File: config.mk
export PLATFORM = sky130hd
export DESIGN_NAME = avst_pkt_gen
export DESIGN_NICKNAME = d
export VERILOG_FILES = /design/src/rtl/avst_pkt_gen.sv
export SDC_FILE = /design/constraint.sdc
export NUM_CORES = 1
export LEC_CHECK = 0
export ABC_AREA = 1
export BUFFER_PORTS_ARGS = -buffer_cell sky130_fd_sc_hd__buf_2
export CAP_MARGIN = 10
export CORE_AREA = 2 2 169 188
export DETAILED_ROUTE_END_ITERATION = 7
export DIE_AREA = 0 0 171 190
export GPL_TIMING_DRIVEN = 0
export PLACE_DENSITY = 0.78
export SETUP_SLACK_MARGIN = 0.4
export SLEW_MARGIN = 5
export SYNTH_ARGS = -nofsm -noshare
export SYNTH_HDL_FRONTEND = slang
export SYNTH_SLANG_ARGS = --single-unit
export TNS_END_PERCENT = 1
File: constraint.sdc
create_clock -name aclk -period 8.5 [get_ports aclk]
set_input_delay 1.275 -clock aclk [delete_from_list [all_inputs] [get_ports aclk]]
set_output_delay 1.275 -clock aclk [all_outputs]
set_load 0.02 [all_outputs]
File: src/rtl/avst_pkt_gen.sv
// Avalon-ST synthetic frame source: programmable frame count, length and
// inter-packet gap, with a deterministic incrementing payload and progress counters.
module avst_pkt_gen #(
  parameter int WORDS       = 1,
  parameter int WIDTH       = 64,
  parameter int EMPTY_WIDTH = 3
) (
  input  logic                     aclk,
  input  logic                     areset,
  input  logic                     start_i,
  input  logic                     stop_i,
  input  logic [15:0]              pkt_len_i,
  input  logic [31:0]              pkt_cnt_i,
  input  logic [7:0]               ipg_i,
  output logic                     busy_o,
  output logic                     done_o,
  output logic [31:0]              pkt_sent_o,
  output logic [47:0]              byte_sent_o,
  output logic                     avst_valid_o,
  output logic [WIDTH*WORDS-1:0]   avst_data_o,
  output logic [EMPTY_WIDTH-1:0]   avst_empty_o,
  output logic                     avst_sop_o,
  output logic                     avst_eop_o,
  input  logic                     avst_ready_i
);

  localparam int unsigned W   = WIDTH * WORDS;
  localparam int unsigned BPB = W / 8;

  typedef enum logic [1:0] {IDLE, SEND, GAP} state_t;

  state_t      state;
  logic [15:0] len_r;
  logic [15:0] nb_r;
  logic [31:0] cnt_r;
  logic [7:0]  ipg_r;
  logic [7:0]  pkt_idx;
  logic [15:0] beat;
  logic [7:0]  gap_cnt;
  logic        stop_pend;

  function automatic logic [15:0] beats_of(input logic [15:0] len);
    return 16'((32'(len) + BPB - 1) / BPB);
  endfunction

  function automatic logic [EMPTY_WIDTH-1:0] eop_empty(input logic [15:0] len);
    logic [31:0] rem;
    rem = 32'(len) % BPB;
    return (rem == 32'd0) ? '0 : EMPTY_WIDTH'(BPB - rem);
  endfunction

  // Byte k of a frame is (index + k) mod 256, MSB byte first; bytes past len are 0.
  function automatic logic [W-1:0] beat_data(input logic [7:0] idx, input logic [15:0] b,
                                             input logic [15:0] len);
    logic [W-1:0] d;
    logic [31:0]  off;
    d = '0;
    for (int j = 0; j < int'(BPB); j++) begin
      off = 32'(b) * BPB + 32'(j);
      if (off < 32'(len)) d[W-1-8*j -: 8] = idx + off[7:0];
    end
    return d;
  endfunction

  // Next beat to present, whichever state we are loading it from.
  logic [7:0]             ld_idx;
  logic [15:0]            ld_beat;
  logic [15:0]            ld_len;
  logic [15:0]            ld_nb;
  logic                   ld_last;
  logic [W-1:0]           ld_data;
  logic [EMPTY_WIDTH-1:0] ld_empty;
  logic                   run_end;

  always_comb begin
    ld_idx  = pkt_idx;
    ld_beat = beat + 16'd1;
    ld_len  = len_r;
    ld_nb   = nb_r;
    case (state)
      IDLE: begin
        ld_idx  = '0;
        ld_beat = '0;
        ld_len  = pkt_len_i;
        ld_nb   = beats_of(pkt_len_i);
      end
      SEND: if (avst_eop_o) begin
        ld_idx  = pkt_idx + 8'd1;
        ld_beat = '0;
      end
      GAP:  ld_beat = '0;
      default: ;
    endcase
    ld_last  = (ld_beat == ld_nb - 16'd1);
    ld_data  = beat_data(ld_idx, ld_beat, ld_len);
    ld_empty = ld_last ? eop_empty(ld_len) : '0;
    run_end  = ((cnt_r != 32'd0) && (pkt_sent_o + 32'd1 == cnt_r)) || stop_pend || stop_i;
  end

  always_ff @(posedge aclk) begin
    if (areset) begin
      state        <= IDLE;
      len_r        <= '0;
      nb_r         <= '0;
      cnt_r        <= '0;
      ipg_r        <= '0;
      pkt_idx      <= '0;
      beat         <= '0;
      gap_cnt      <= '0;
      stop_pend    <= 1'b0;
      busy_o       <= 1'b0;
      done_o       <= 1'b0;
      pkt_sent_o   <= '0;
      byte_sent_o  <= '0;
      avst_valid_o <= 1'b0;
      avst_data_o  <= '0;
      avst_empty_o <= '0;
      avst_sop_o   <= 1'b0;
      avst_eop_o   <= 1'b0;
    end else begin
      done_o <= 1'b0;
      case (state)
        IDLE: if (start_i && pkt_len_i != 16'd0) begin
          len_r        <= pkt_len_i;
          nb_r         <= ld_nb;
          cnt_r        <= pkt_cnt_i;
          ipg_r        <= ipg_i;
          pkt_idx      <= '0;
          beat         <= '0;
          stop_pend    <= 1'b0;
          pkt_sent_o   <= '0;
          byte_sent_o  <= '0;
          busy_o       <= 1'b1;
          state        <= SEND;
          avst_valid_o <= 1'b1;
          avst_data_o  <= ld_data;
          avst_empty_o <= ld_empty;
          avst_sop_o   <= 1'b1;
          avst_eop_o   <= ld_last;
        end
        SEND: begin
          if (stop_i) stop_pend <= 1'b1;
          if (avst_valid_o && avst_ready_i) begin
            if (avst_eop_o) begin
              pkt_sent_o  <= pkt_sent_o + 32'd1;
              byte_sent_o <= byte_sent_o + 48'(len_r);
              pkt_idx     <= pkt_idx + 8'd1;
            end
            if (avst_eop_o && (run_end || ipg_r != 8'd0)) begin
              avst_valid_o <= 1'b0;
              avst_data_o  <= '0;
              avst_empty_o <= '0;
              avst_sop_o   <= 1'b0;
              avst_eop_o   <= 1'b0;
              if (run_end) begin
                state     <= IDLE;
                busy_o    <= 1'b0;
                done_o    <= 1'b1;
                stop_pend <= 1'b0;
              end else begin
                state   <= GAP;
                gap_cnt <= ipg_r;
              end
            end else begin
              beat         <= ld_beat;
              avst_data_o  <= ld_data;
              avst_empty_o <= ld_empty;
              avst_sop_o   <= (ld_beat == 16'd0);
              avst_eop_o   <= ld_last;
            end
          end
        end
        GAP: begin
          if (stop_i) begin
            state     <= IDLE;
            busy_o    <= 1'b0;
            done_o    <= 1'b1;
            stop_pend <= 1'b0;
          end else if (gap_cnt == 8'd1) begin
            state        <= SEND;
            beat         <= '0;
            avst_valid_o <= 1'b1;
            avst_data_o  <= ld_data;
            avst_empty_o <= ld_empty;
            avst_sop_o   <= 1'b1;
            avst_eop_o   <= ld_last;
          end else begin
            gap_cnt <= gap_cnt - 8'd1;
          end
        end
        default: state <= IDLE;
      endcase
    end
  end

endmodule

# Word-level counts from Yosys, hierarchy flattened
# Index checks and enable logic that the tools add are counted.
[totals] regBits=259 in_bits=61 output_inout_bits=152 word_cells=183
[classes] n_addsub=24 magnitude_cmp=8 n_eq_ne=17 mux=89 reduce_logical=27
[ops] cell="2-to-1 mux 64 bit" n=5
[ops] cell="one-hot mux 64 bit (3 select lines)" n=1
[ops] cell="2-to-1 mux 48 bit" n=3
[ops] cell="less-than comparator 20 x 16 -> 1 bit" n=7
[ops] cell="2-to-1 mux 16 bit" n=8
[ops] cell="2-to-1 mux 8 bit" n=16
[ops] cell="2-to-1 mux 32 bit" n=3
[ops] cell="one-hot mux 48 bit (2 select lines)" n=1
[ops] cell="adder 19 x 3 -> 20 bit (second input constant)" n=4
[ops] cell="adder 8 bit" n=8
[ops] cell="one-hot mux 32 bit (2 select lines)" n=1
[ops] cell="adder 48 x 16 -> 48 bit" n=1
[ops] cell="one-hot mux 16 bit (3 select lines)" n=1
[ops] cell="one-hot mux 8 bit (2 select lines)" n=3
[ops] cell="adder 19 x 2 -> 20 bit (second input constant)" n=2
[ops] cell="adder 32 x 1 -> 32 bit (second input constant)" n=1
[ops] cell="== test 32 bit" n=1
[ops] cell="zero test 32 bit" n=1
[ops] cell="one-hot mux 16 bit (2 select lines)" n=1
[ops] cell="nonzero test 32 bit" n=1
[ops] cell="2-to-1 mux 1 bit" n=25
[ops] cell="AND reduction 6 bit" n=4
[ops] cell="!= test 2 bit (second input constant)" n=11
[ops] cell="2-to-1 mux 3 bit" n=7
[ops] cell="other kinds (32)" n=49

# Logic depth before layout (Yosys ltp)
[depth] word_depth=10 ltp_mapped=22 mapped_depth_nobuf=21

# Worst setup path after synthesis
# No wires, ideal clock.
[synth_path] path_kind="flip-flop to flip-flop" startpoint="register state[0]" endpoint="register avst_data_o[57]" setup_ns=0.071 arrival_ns=3.187 required_time_ns=8.429 path_slack_ns=5.243 stages_incl_launch_ff=19 n_path_buf=4 period_less_slack_ns=3.257 cell_sequence="dfxtp_1 inv_1 ha_1 clkbuf_2 clkinv_1 buf_2 buf_2 buf_1 a21oi_1 ha_1 a21o_1 a31o_2 a21oi_1 nand3_1 nand3b_1 a31oi_1 nor2_1 nand4_1 a21oi_1"
[synth_via] elab_chain_cells=8 elab_cells_between_ends=22 cone_classes="add/sub: 1; order compare: 1; eq/ne: 6; mux: 10; reduce/logical: 4"
[synth_lines] element="start, declared" line_no="32" source="state_t state;"
[synth_lines] element="start signal, assigned" line_no="102" source="state <= IDLE;"
[synth_lines] element="start signal, assigned" line_no="134" source="state <= SEND;"
[synth_lines] element="start signal, assigned" line_no="156" source="state <= IDLE;"
[synth_lines] element="== test 2 bit or zero test 2 bit (tied branches)" line_no="80, 122"
[synth_lines] element="OR reduction 2 bit (no source line)"
[synth_lines] element="one-hot mux 16 bit (2 select lines)" line_no="80" source="case (state)"
[synth_lines] element="less-than comparator 19 x 16 -> 1 bit" line_no="60" source="if (off < 32'(len)) d[W-1-8*j -: 8] = idx + off[7:0];"
[synth_lines] element="2-to-1 mux 8 bit" line_no="60"
[synth_lines] element="2-to-1 mux 64 bit (on tied branches)" line_no="179, 149"
[synth_lines] element="2-to-1 mux 64 bit (on tied branches)" line_no="174, 143"
[synth_lines] element="one-hot mux 64 bit (3 select lines)" line_no="122" source="case (state)"
[synth_lines] element="end signal, assigned" line_no="136" source="avst_data_o <= ld_data;"
[synth_lines] element="end signal, assigned" line_no="166" source="avst_data_o <= ld_data;"
[synth_lines] element="end signal, assigned" line_no="183" source="avst_data_o <= ld_data;"
[synth_lines] element="end, declared" line_no="20" source="output logic [WIDTH*WORDS-1:0] avst_data_o,"
# Several ways; a longest one is shown, not always the timed one. The select of a mux whose other input is x is not followed.
# A chain may end at the register's enable or synchronous reset.

# Worst setup path in the final report
[layout_path] startpoint="register state[0]" endpoint="register avst_data_o[63]"
[layout_via] elab_chain_cells=8 elab_cells_between_ends=22 cone_classes="add/sub: 1; order compare: 1; eq/ne: 6; mux: 10; reduce/logical: 4"
[layout_lines] element="== test 2 bit or zero test 2 bit (tied branches)" line_no="80, 122"
[layout_lines] element="OR reduction 2 bit (no source line)"
[layout_lines] element="one-hot mux 16 bit (2 select lines)" line_no="80"
[layout_lines] element="less-than comparator 19 x 16 -> 1 bit or adder 8 bit (tied branches)" line_no="60"
[layout_lines] element="2-to-1 mux 8 bit" line_no="60"
[layout_lines] element="2-to-1 mux 64 bit (on tied branches)" line_no="179, 149"
[layout_lines] element="2-to-1 mux 64 bit (on tied branches)" line_no="174, 143"
[layout_lines] element="one-hot mux 64 bit (3 select lines)" line_no="122"
# Several ways; a longest one is shown, not always the timed one. The select of a mux whose other input is x is not followed.

==> run metrics <==
Worst setup EP type=flip-flop; adder-cell share of the synthesized area=4.58%; Sequential cell area=roughly 5200 um^2; #FFs+latches synth=259; share of post-route cells with drive strength above 1=between 10% and 20%; die width=171 um; Critical R2R Launch=state[0]; final setup vio count=0; final setup margin=3.84 ns; DP Worst Slack=a little over 4 ns; Post-Synth XOR/XNOR Area=3.35%; Setup CP Type=flip-flop to flip-flop; drt drc=0; reg-to-reg slack, setup=3.84 ns; Leak=roughly 8.6 nW; CP max stage cell=nor2_1; cell area after placement=18,200 um^2; first-pass GRT wire length=a little under 90,000 um; htree depth=1; Vias/cell=5.69; clock sinks=259; Hold Crit Class=flip-flop to flip-flop; fraction of registers with async set/reset=0%; worst-path cell chain=inv_1 -> ha_1 -> clkbuf_2 -> clkinv_1 -> buf_2 -> buf_2 -> buf_1 -> a21oi_1 -> ha_1 -> a21o_1 -> a31o_2 -> a21oi_1 -> nand3_1 -> nand3b_1 -> a31oi_1 -> nor2_1 -> nand4_1 -> a21oi_1; crit path DAT=approximately 5.2 ns; final instance area=about 19,000 um^2; routed vias=18,800; register area share after synthesis=a little under a third; Hold Buf Count CTS=0; routed len/inst=~17 um; Reg clk slew, reported paths=roughly 0.06 ns; Clock Tree Buf Depth=3; Synth cell types=57; I/O pin cnt=213; RSZ-0062 raised after global routing=false; HPWL after detailed placement=44,500 um; WHS Endpoint=avst_data_o[16]; Syn Inst Count=2,613; Initial Util=53.9%; Fmax=215 MHz; die height=190 um; startpoint types=flip-flop; fin crit share=54.8%; Synth-to-Final Area Change=15.7%; Placer Congestion=roughly 0.97; setup TNS=0 ns; min cycle time layout=4.66 ns; complex-gate fraction of the synthesized area=15.7%; PnR Total Power=4.92 mW; Simple-Gate Fraction of Synth Area=36.1%; Post-Syn Nets=2,733; yosys warns=0; Worst Min Path Start=avst_data_o[16]; drt initial violations=1,978; CP dominant cell by count=a21oi_1; Slew HR=between 30% and 40%; Inserted Clock Buffers=29; Routed WL=57,400 um; DRT antenna net count=0; outcome=finished, final reports clean; Max FO, Critical Path=10; final slew viol count=0; FF-to-FF End=avst_data_o[63]; nets=approximately 3,000; total global-route track usage=34.2%; CTS tree=yes; Port Buffers=roughly 210; Core Area=30,800 um^2; area of the mapped netlist=16,600 um^2; Filler cells=3,012; final core occ=~62%; WP data required=8.99 ns; Resize count post-CTS=0; CTS Root Cell=clkbuf_16; power per cell area=approximately 260 nW/um^2; hold path depth=2; Slew @ Worst Pin=1.01 ns; clk_lat worst skew=0.58 ns; FF-to-FF path depth=18; global route overflow=0; CP peak stage delay=0.78 ns; Max VDD drop=roughly 0.19 mV; DR pass1 iterations=6; mux share of post-synthesis cell area=0%; # diodes=0; final hold vios=0; FP Rows=68; Top FF cell, synth=dfxtp_1; largest net degree at the start of global routing=15; main combinational cell family by area after synthesis=simple AND/OR/NAND/NOR gates; initial antenna violation count=0; Setup Fix Bufs, Post-CTS=0; Die ar.=32,500 um^2; area occupied by multi-input gates=9920 um^2; Final Skew=0.0145 ns; Avg Cell Area, Syn=6.36 um^2; vias in the first global route=16,800; EDFF count, synth=0; max-cap viol count=0
[layout by cell type, fill, tap and decap left out, drive strengths merged]
master / n
or4: 1
a21oi: 302
nand4: 74
clkbuf: 108
nor4: 16
o211a: 2
a31o: 1
xor2: 45
a31oi: 6
a21o: 6
nor3: 31
and3: 3
nand3b: 7
nor3b: 4
a211oi: 2
a41oi: 1
a21boi: 2
xnor2: 10
a311oi: 1
xnor3: 3
o21ai: 148
inv: 283
a2bb2oi: 2
fa: 3
nand2: 701
nand2b: 1
ha: 56
nand3: 221
o21bai: 5
o2111ai: 1
o211ai: 2
dfxtp: 259
bufinv: 5
clkinvlp: 1
nor2: 289
clkinv: 11
o31ai: 2
or2: 14
o21a: 9
buf: 237
[metal layers]
layer | vias to the layer above | routed length, um | GRT usage (%) | part of all wire [%]
met2 | 862 | 25800 | 55.4 | 45
li1 | 9053 | - | - | -
met4 | 0 | 1710 | 10.8 | 3.0
met3 | 109 | 4870 | 4.16 | 8.5
met5 | - | 0 | 0 | 0
met1 | 8728 | 25000 | 47.5 | 44
[how the worst max path moves through the flow]
stage                     startpoint         endpoint  slack [ns]
final                       state[0]  avst_data_o[63]        3.84
after global routing        state[0]  avst_data_o[63]        3.53
after global placement      state[0]  avst_data_o[63]        4.06
after floorplan             state[0]  avst_data_o[57]        5.24
after CTS                   state[0]  avst_data_o[63]        3.99
after detailed placement    state[0]  avst_data_o[63]        4.02
[flip-flops by register name (all words and copies together), names as in the netlist, 3 cells and up]
register and cells:
beat 16, cnt_r 32, len_r 16, nb_r 16, gap_cnt 8, ipg_r 8
avst_data_o 64, pkt_sent_o 32, avst_empty_o 3, byte_sent_o 48, pkt_idx 8
[metrics by stage]
| stage | std cells | hold WS (ns) |
|---|---|---|
| floorplan | 2613 | 0.436 |
| global placement | 3241 | 0.450 |
| detailed placement | 3241 | 0.453 |
| CTS | 3295 | 0.462 |
| global route | 3295 | 0.476 |
| finish | 3295 | 0.461 |
[worst max-delay path, delay by kind of cell (launching register included)]
family	cells	cell delay, ns
AO/OA/AOI/OAI	6	0.98
AND/OR/NAND/NOR	4	1.22
buffers and inverters	6	1.43
adder cells (fa/ha/maj)	2	0.57
flip-flops	1	0.36
[cells in the mapped netlist (4+ instances only)]
library cell	count	share of area [%]
xor2_1	44	2.3
nor4_1	15	0.57
a21oi_1	300	9.0
o21ai_0	142	4.3
dfxtp_1	259	31
nand2_4	4	0.27
nor2_2	15	0.57
nand4_1	74	2.8
clkinv_1	5	0.11
a21o_1	6	0.27
clkbuf_1	65	1.5
o21ai_1	4	0.12
xnor2_1	10	0.53
nor3_1	31	0.93
nor2_4	6	0.41
inv_2	7	0.16
buf_2	21	0.63
o21a_1	9	0.41
inv_1	275	6.2
nand3b_1	7	0.32
nand3_2	7	0.42
nor3b_1	4	0.18
ha_1	56	4.2
nand3_1	211	6.4
buf_6	4	0.27
or2_2	14	0.53
a31oi_1	6	0.23
nor2_1	266	6.0
nand2_1	687	16
nand2_2	10	0.38
[kinds of logic (layout without fill, tap and decap cells)]
logic type      Yosys count  count (layout)
fa+ha+maj                59              59
xor+xnor                 58              58
buf+inv                 383             645
simple gates           1362            1362
flops                   259             259
compound gates          492             492
[final cells by class]
type	instances	share of cell area [%]
clock buffers	41	4.38
repair buffers	208	5.42
flip-flops and latches	259	27.0
clock inverters	13	1.04
inverters	287	5.61
multi-input cells	1971	51.6
plain buffers	96	2.20
well taps	420	2.74
[power by group]
part,total [mW],internal (mW),switching [mW]
clock network,1.38,0.838,0.539
registers,1.52,1.39,0.131
logic,2.03,0.584,1.44
No activity file was read; power rests on OpenSTA's default activity.
